==> src/rtl/scoreboard_pkg.sv <==
// Shared definitions for the score display: FSM states, 7-segment codes, digit-select encodings.
// Segment bit order is {g,f,e,d,c,b,a}, active-high.
package scoreboard_pkg;

    typedef enum logic {
        ST_IDLE = 1'b0,
        ST_CONV = 1'b1
    } state_e;

    localparam logic [6:0] SEG_DASH  = 7'h40;
    localparam logic [6:0] SEG_BLANK = 7'h00;
    localparam logic [1:0] DIG_ONES  = 2'b01;
    localparam logic [1:0] DIG_TENS  = 2'b10;

    // Number of BCD digits needed to hold 2^bw - 1 (log10(2) ~ 0.301).
    function automatic int bcd_digits(input int bw);
        int n;
        n = (bw * 301 + 999) / 1000;
        return (n < 2) ? 2 : n;
    endfunction

    function automatic logic [6:0] seg_encode(input logic [3:0] digit);
        logic [6:0] seg;
        case (digit)
            4'd0:    seg = 7'h3F;
            4'd1:    seg = 7'h06;
            4'd2:    seg = 7'h5B;
            4'd3:    seg = 7'h4F;
            4'd4:    seg = 7'h66;
            4'd5:    seg = 7'h6D;
            4'd6:    seg = 7'h7D;
            4'd7:    seg = 7'h07;
            4'd8:    seg = 7'h7F;
            4'd9:    seg = 7'h6F;
            default: seg = SEG_BLANK;
        endcase
        return seg;
    endfunction

endpackage

==> src/rtl/bin2bcd_seq.sv <==
// Sequential double-dabble converter: start_i loads bin_i, then one bit per cycle MSB first.
// done_o pulses one cycle after the BW-th shift; start_i is ignored while busy.
module bin2bcd_seq
    import scoreboard_pkg::*;
#(
    parameter  int BW = 7,
    localparam int ND = bcd_digits(BW)
) (
    input  logic            clk_i,
    input  logic            rst_i,
    input  logic            start_i,
    input  logic [BW-1:0]   bin_i,
    output logic            busy_o,
    output logic            done_o,
    output logic [4*ND-1:0] bcd_o
);

    localparam int CW = $clog2(BW + 1);

    logic [BW-1:0]   sh_q, sh_d;
    logic [4*ND-1:0] bcd_q, bcd_d, adj;
    logic [CW-1:0]   cnt_q, cnt_d;
    logic            busy_q, busy_d;
    logic            done_q, done_d;

    always_comb begin
        adj = bcd_q;
        for (int i = 0; i < ND; i++) begin
            if (adj[4*i +: 4] >= 4'd5) adj[4*i +: 4] = adj[4*i +: 4] + 4'd3;
        end
        sh_d   = sh_q;
        bcd_d  = bcd_q;
        cnt_d  = cnt_q;
        busy_d = busy_q;
        done_d = 1'b0;
        if (start_i && !busy_q) begin
            sh_d   = bin_i;
            bcd_d  = '0;
            cnt_d  = CW'(BW);
            busy_d = 1'b1;
        end else if (busy_q) begin
            {bcd_d, sh_d} = {adj[4*ND-2:0], sh_q, 1'b0};
            cnt_d         = cnt_q - CW'(1);
            if (cnt_q == CW'(1)) begin
                busy_d = 1'b0;
                done_d = 1'b1;
            end
        end
    end

    always_ff @(posedge clk_i or negedge rst_i) begin
        if (!rst_i) begin
            sh_q   <= '0;
            bcd_q  <= '0;
            cnt_q  <= '0;
            busy_q <= 1'b0;
            done_q <= 1'b0;
        end else begin
            sh_q   <= sh_d;
            bcd_q  <= bcd_d;
            cnt_q  <= cnt_d;
            busy_q <= busy_d;
            done_q <= done_d;
        end
    end

    assign busy_o = busy_q;
    assign done_o = done_q;
    assign bcd_o  = bcd_q;

endmodule

==> src/rtl/score_display.sv <==
// Two-digit 7-segment score display: synchronizes an async score, converts it to BCD and multiplexes digits.
// Digits update at most BW+5 cycles after the input settles; input changes during a conversion wait for IDLE.
module score_display
    import scoreboard_pkg::*;
#(
    parameter int BW           = 7,
    parameter int REFRESH_BITS = 16
) (
    input  logic          clk_i,
    input  logic          rst_i,
    input  logic [BW-1:0] counter_val_i,
    output logic [6:0]    seg_o,
    output logic [1:0]    dig_sel_o,
    output logic [3:0]    bcd_tens_o,
    output logic [3:0]    bcd_ones_o,
    output logic          busy_o
);

    localparam int ND = bcd_digits(BW);

    logic [BW-1:0]           s1_q, s2_q, s3_q;
    logic [BW-1:0]           last_val_q;
    state_e                  state_q, state_d;
    logic                    start, conv_done, stable;
    logic [4*ND-1:0]         conv_bcd;
    logic [3:0]              tens_q, ones_q;
    logic                    ovf_q;
    logic [REFRESH_BITS-1:0] refresh_q;
    logic [6:0]              seg_q, seg_d;
    logic [1:0]              dig_sel_q, dig_sel_d;

    // s3_q holds the previous synchronized sample so a value is only trusted once seen twice.
    always_ff @(posedge clk_i or negedge rst_i) begin
        if (!rst_i) begin
            s1_q <= '0;
            s2_q <= '0;
            s3_q <= '0;
        end else begin
            s1_q <= counter_val_i;
            s2_q <= s1_q;
            s3_q <= s2_q;
        end
    end

    assign stable = (s2_q == s3_q);

    always_ff @(posedge clk_i or negedge rst_i) begin
        if (!rst_i) state_q <= ST_IDLE;
        else        state_q <= state_d;
    end

    always_comb begin
        state_d = state_q;
        case (state_q)
            ST_IDLE: if (stable && (s2_q != last_val_q)) state_d = ST_CONV;
            ST_CONV: if (conv_done) state_d = ST_IDLE;
            default: state_d = ST_IDLE;
        endcase
    end

    always_comb begin
        busy_o = (state_q == ST_CONV);
        start  = (state_q == ST_IDLE) && (state_d == ST_CONV);
    end

    bin2bcd_seq #(.BW(BW)) u_conv (
        .clk_i   (clk_i),
        .rst_i   (rst_i),
        .start_i (start),
        .bin_i   (s2_q),
        .busy_o  (),
        .done_o  (conv_done),
        .bcd_o   (conv_bcd)
    );

    always_ff @(posedge clk_i or negedge rst_i) begin
        if (!rst_i) begin
            last_val_q <= '0;
            tens_q     <= '0;
            ones_q     <= '0;
            ovf_q      <= 1'b0;
        end else begin
            if (start) last_val_q <= s2_q;
            if (conv_done && state_q == ST_CONV) begin
                if (int'(last_val_q) > 99) begin
                    ovf_q <= 1'b1;
                end else begin
                    tens_q <= conv_bcd[7:4];
                    ones_q <= conv_bcd[3:0];
                    ovf_q  <= 1'b0;
                end
            end
        end
    end

    always_comb begin
        seg_d     = seg_encode(ones_q);
        dig_sel_d = DIG_ONES;
        if (refresh_q[REFRESH_BITS-1]) begin
            dig_sel_d = DIG_TENS;
            seg_d     = (tens_q == 4'd0) ? SEG_BLANK : seg_encode(tens_q);
        end
        if (ovf_q) seg_d = SEG_DASH;
    end

    always_ff @(posedge clk_i or negedge rst_i) begin
        if (!rst_i) begin
            refresh_q <= '0;
            seg_q     <= SEG_BLANK;
            dig_sel_q <= DIG_ONES;
        end else begin
            refresh_q <= refresh_q + 1'b1;
            seg_q     <= seg_d;
            dig_sel_q <= dig_sel_d;
        end
    end

    assign seg_o      = seg_q;
    assign dig_sel_o  = dig_sel_q;
    assign bcd_tens_o = tens_q;
    assign bcd_ones_o = ones_q;

endmodule
==> config.mk <==
export PLATFORM = sky130hd
export DESIGN_NAME = score_display
export DESIGN_NICKNAME = d
export VERILOG_FILES = /design/src/rtl/scoreboard_pkg.sv /design/src/rtl/bin2bcd_seq.sv /design/src/rtl/score_display.sv
export SDC_FILE = /design/constraint.sdc
export NUM_CORES = 1
export LEC_CHECK = 0
export ABC_AREA = 1
export CAP_MARGIN = 20
export CORE_MARGIN = 3
export CORE_UTILIZATION = 62
export CTS_CLUSTER_SIZE = 40
export DETAILED_ROUTE_END_ITERATION = 16
export GPL_ROUTABILITY_DRIVEN = 1
export PLACE_DENSITY = 0.84
export SYNTH_ARGS = -nofsm -noshare
export SYNTH_HDL_FRONTEND = slang
export SYNTH_SLANG_ARGS = --single-unit
==> constraint.sdc <==
create_clock -name clk_i -period 3.5 [get_ports clk_i]
set_input_delay 1.05 -clock clk_i [delete_from_list [all_inputs] [get_ports clk_i]]
set_output_delay 1.05 -clock clk_i [all_outputs]
set_load 0.03 [all_outputs]
## After elaboration in Yosys (flattened, before gate mapping)

Memories as Yosys holds them, arrays and structs flattened.
Index checks and enable logic that the tools add are counted.

- Register bits: 87
- Memory bits (read-only): 224
- Memories: 2

- $add $sub $neg: 5
- $lt $le $gt $ge: 4
- Equal/unequal tests: 3
- Multiplexer cells: 23
- Bitwise operators: 2
- Reductions and logical operators: 8

Memories:

| memory | words | width | read ports | clocked after memory_dff | write ports | RTL line | source |
|---|---|---|---|---|---|---|---|
| (name not given) | 16 | 7 | 1 | 0 | 0 | scoreboard_pkg.sv:24 | `case (digit)` |
| (name not given) | 16 | 7 | 1 | 0 | 0 | scoreboard_pkg.sv:24 |  |

Operator list:

| operator | count |
|---|---|
| $mux 7 | 5 |
| $mux 12 | 2 |
| $add 16x1->16 const B | 1 |
| $ge 4x3->1 const B | 3 |
| $mux 1 | 9 |
| $mux 3 | 3 |
| $add 4x2->4 const B | 2 |
| $mux 4 | 2 |
| $eq 7x7->1 | 1 |
| $gt 7x7->1 const B | 1 |
| $ne 7x7->1 | 1 |
| $logic_and 1x1->1 | 4 |
| $logic_not 4->1 | 1 |
| $add 3x2->3 const B | 1 |
| $eq 3x1->1 const B | 1 |
| $sub 3x1->3 const B | 1 |
| $mux 2 | 1 |
| $not 1->1 | 2 |
| $pmux 1 s2 | 1 |
| $reduce_and 2->1 | 1 |
| $reduce_bool 2->1 | 1 |
| $logic_not 1->1 | 1 |

## Depth between registers and ports, before layout

- Word-level depth: 7
- Depth in mapped cells: 11
- Depth with buffers taken out: 10

## Cells and area by module

Synthesis repeated with hierarchy kept, for this count alone.

- Cells, all modules: 450
- Area, all modules: 4,082.7 µm²

Modules (own cells, without submodules):

| module | times used | cells an instance | area an instance (µm²) | sequential area each (µm²) |
|---|---|---|---|---|
| score_display | 1 | 295 | 2,741.4 | 1,577.8 |
| bin2bcd_seq | 1 | 155 | 1,341.3 | 600.6 |

## Worst setup path before layout

OpenSTA, ideal clock, no wires.

- Kind: reg2out
- Start point: register dig_sel_q[0], in the netlist dig_sel_o[0]
- End point: output dig_sel_o[0]
- Data arrival time: 588 ps
- Setup slack: 1,862 ps
- Stages on the path, launching flop included: 1
- Path buffers: 0
- Path through: dfstp_2

RTL lines:

| element | RTL line | source |
|---|---|---|
| start: declaration | score_display.sv:30 | `logic [1:0] dig_sel_q, dig_sel_d;` |
| start signal: assignment | score_display.sv:114 | `dig_sel_q <= dig_sel_d;` |
| end: declaration | score_display.sv:13 | `output logic [1:0] dig_sel_o,` |

No word-level cell between the ends.

## Final worst setup path

- Start point: register tens_q[1], in the netlist bcd_tens_o[1]
- End point: output bcd_tens_o[1]

RTL lines:

| element | RTL line | source |
|---|---|---|
| start: declaration | score_display.sv:26 | `logic [3:0] tens_q, ones_q;` |
| start signal: assignment | score_display.sv:88 | `tens_q <= conv_bcd[7:4];` |
| end: declaration | score_display.sv:14 | `output logic [3:0] bcd_tens_o,` |

No word-level cell between the ends.

==> key figures <==
Floorplanning
  • Die width: 83.5 um
  • Rows: 27
  • Top Ports: 27
  • Die H: 83.5 um
  • Core Area: roughly 5600 um^2
  • Die ar.: between 6000 and 7000 um^2
  • Initial core utilization: 66.0%

STA
  • Worst-case clock skew: 0.00954 ns
  • Max Fclk: between 300 and 400 MHz
  • WHS: roughly 0.35 ns
  • Rel. slew slack: 58.5%
  • Min cycle time layout: 2.58 ns
  • Tightest Pin Transition: approximately 0.6 ns
  • Pins Over Slew Limit: 0
  • Final setup TNS: 0 ns
  • RSZ-0062 raised after global routing: false
  • Hold Vio Cnt, Final: 0
  • Setup violators final: 0
  • Final period util: 73.8%

Critical path
  • Crit. End Element: output pin
  • Critical path, cell by cell: clkdlybuf4s50_1
  • Max stage delay on crit path: ~0.71 ns
  • Worst path top cell family by delay: buffers and inverters
  • CP arrival: 1.53 ns
  • Required time worst endpoint: roughly 2.5 ns
  • Crit-path max FO: 6
  • Crit path buffers/inverters: 1
  • Kind of critical path: flop to output pin
  • Crit-path slowest cell: clkdlybuf4s50_1
  • Critical path launch point type: flop

Cells and area
  • Layout Nets: about 460
  • # diodes: 0
  • Fillers: 376
  • Share of cells above drive strength 1: 5.90%
  • Commonest non-fill, non-tap cells in the layout: 84 x nand2_1, 82 x dfrtp_1, 58 x inv_1
  • P&R area growth vs syn: 14.2%
  • Commonest non-fill, non-tap cell in the layout: nand2_1

Pwr
  • Peak supply drop: 0.522 mV
  • Power per cell area: 650 nW/um^2
  • Leak Pwr: 2.10 nW

Detailed routing
  • First-pass iteration count of the detailed router: 4
  • Mean routed wirelength per cell: 13.3 um
  • Final ANT Viol Nets: 0
  • DRC Markers: 0
  • Final WL: 6830 um
  • Vias per cell: 5.36
  • DR iter-0 viols: 170
  • Vias: approximately 2.8k

Synthesis
  • Distinct cells, synth: 31
  • YS warnings: 0
  • Yosys top cell by area: dfrtp_1
  • #FFs+latches synth: between 80 and 90
  • Avg Synthesized Cell Area: 9.19 um^2
  • Syn_nets: between 400 and 500
  • Post-Synthesis Cells: between 400 and 500
  • Register area share after synthesis: 55.8%
  • Synth top area cells: dfrtp_1 55%, nand2_1 8.5%, inv_1 5.8%
  • Post-synth top area share: 55.1%
  • Post-Syn Area: about 3700 um^2

Clock tree
  • TritonCTS Buffers: 9
  • CTS max path bufs: 2
  • CTS tree: done
  • Clk Latency, worst-skew pair: between 0.3 and 0.4 ns
  • Post-CTS Setup Bufs: 0
  • H-tree depth: 3
  • Worst-path clk slew: 0.08 ns
  • Clock sinks: 83
  • Hold-fix buffers, CTS: 0
  • CTS resizes: 0
  • Root Buffer: clkbuf_8

Placement
  • GP Congestion: around 0.88
  • Detailed Place HPWL: 4470 um
  • I/O Buffers: 26

Global route
  • Met3 GRT Util: 4.64%
  • GRT Util Overall: 20.0%
  • Grt ovf: 0
  • GR peak layer: met2
  • Pin count of the biggest net entering global routing: 84
  • First-pass GRT wire length: approximately 11000 um
  • Grt met2 use: 33.9%
  • Initial antenna violation count: 0
  • Number of global-route vias before repair: 2608
  • Met1 Track Usage GR: a little under a quarter

Run
  • Max-Cap Viols: 0

Status
  • Status: complete, no violations

Hold path
  • Hold crit path type: flop to flop
## metrics by stage
step           util [%]  instances  area, um^2  total power, mW  worst slack, ns
5_1_grt            75.4        513        4250             2.96            0.849
6_report           75.4        513        4250             2.76            0.918
3_3_place_gp       71.3        495        4030             2.05             1.30
4_1_cts            74.7        511        4220             2.77            0.907
3_5_place_dp       71.3        495        4030             2.09             1.30
2_1_floorplan         -        405        3720             1.85             1.86
## where the power goes
| group | total, mW | switching (mW) | internal, mW |
|---|---|---|---|
| clock network | 0.673 | 0.345 | 0.328 |
| registers | 1.31 | 0.164 | 1.15 |
| logic | 0.781 | 0.474 | 0.308 |
## kinds of logic after synthesis
group | Yosys count | synth area share, %
flops | 83 | 55.8
compound gates | 65 | 9.28
buf+inv | 68 | 7.26
simple gates | 155 | 17.9
fa+ha+maj | 17 | 5.71
xor+xnor | 17 | 4.00
## state kept, by name, summed over array words and instances (netlist names), 2 cells and up
signal	cells
last_val_q	7
s3_q	7
u_conv.cnt_q	3
seg_o	7
dig_sel_o	2
u_conv.sh_q	7
u_conv.bcd_o	8
bcd_tens_o	4
s2_q	7
refresh_q	16
bcd_ones_o	4
s1_q	7
## routing by layer
metal | routed length [um] | vias up
met4 | 178 | 0
met1 | 2910 | 1297
met2 | 3400 | 84
met5 | 0 | -
met3 | 332 | 20
li1 | - | 1350
## cells in the mapped netlist
cell type,number
xnor2_1,7
ha_1,17
dfstp_2,1
nor3_1,5
xor2_1,10
a21oi_1,19
clkinv_1,1
o21ai_2,1
nand2_1,84
nor2_1,27
or2_2,1
inv_2,1
and2_1,1
nand2_2,1
o21ai_0,33
nand3b_1,2
nand4_1,7
a211oi_1,1
buf_6,2
o31ai_1,1
a31oi_1,2
nand2_4,1
nor2_4,1
a311oi_1,1
inv_1,58
o21ai_1,5
clkbuf_1,6
o21bai_1,1
dfrtp_1,82
o211ai_1,1
nand3_1,25
## path summary, 6_finish.rpt
path	start	end	slack (ns)	cells past startpoint
max in group asynchronous	rst_i	u_conv.sh_q[0]	2.42	2
worst max-delay path	bcd_tens_o[1]	bcd_tens_o[1]	0.92	1
worst max register to register	s2_q[1]	u_conv.bcd_o[7]	1.67	7
min in group asynchronous	rst_i	refresh_q[13]	0.50	1
worst min register to register	s1_q[3]	s2_q[3]	0.35	0
worst min-delay path	s1_q[3]	s2_q[3]	0.35	0
## area by class of cell
class                      count  area, um^2  area share [%]
tap                           72        90.1            2.12
sequential                    83        2080            48.9
timing repair buffer          28         293            6.89
clock buffer                   9         124            2.91
inverter                      60         225            5.30
clock inverter                 7        67.6            1.59
multi-input combinational    254        1370            32.3
Note: power is estimated with default switching activity, not from simulation.
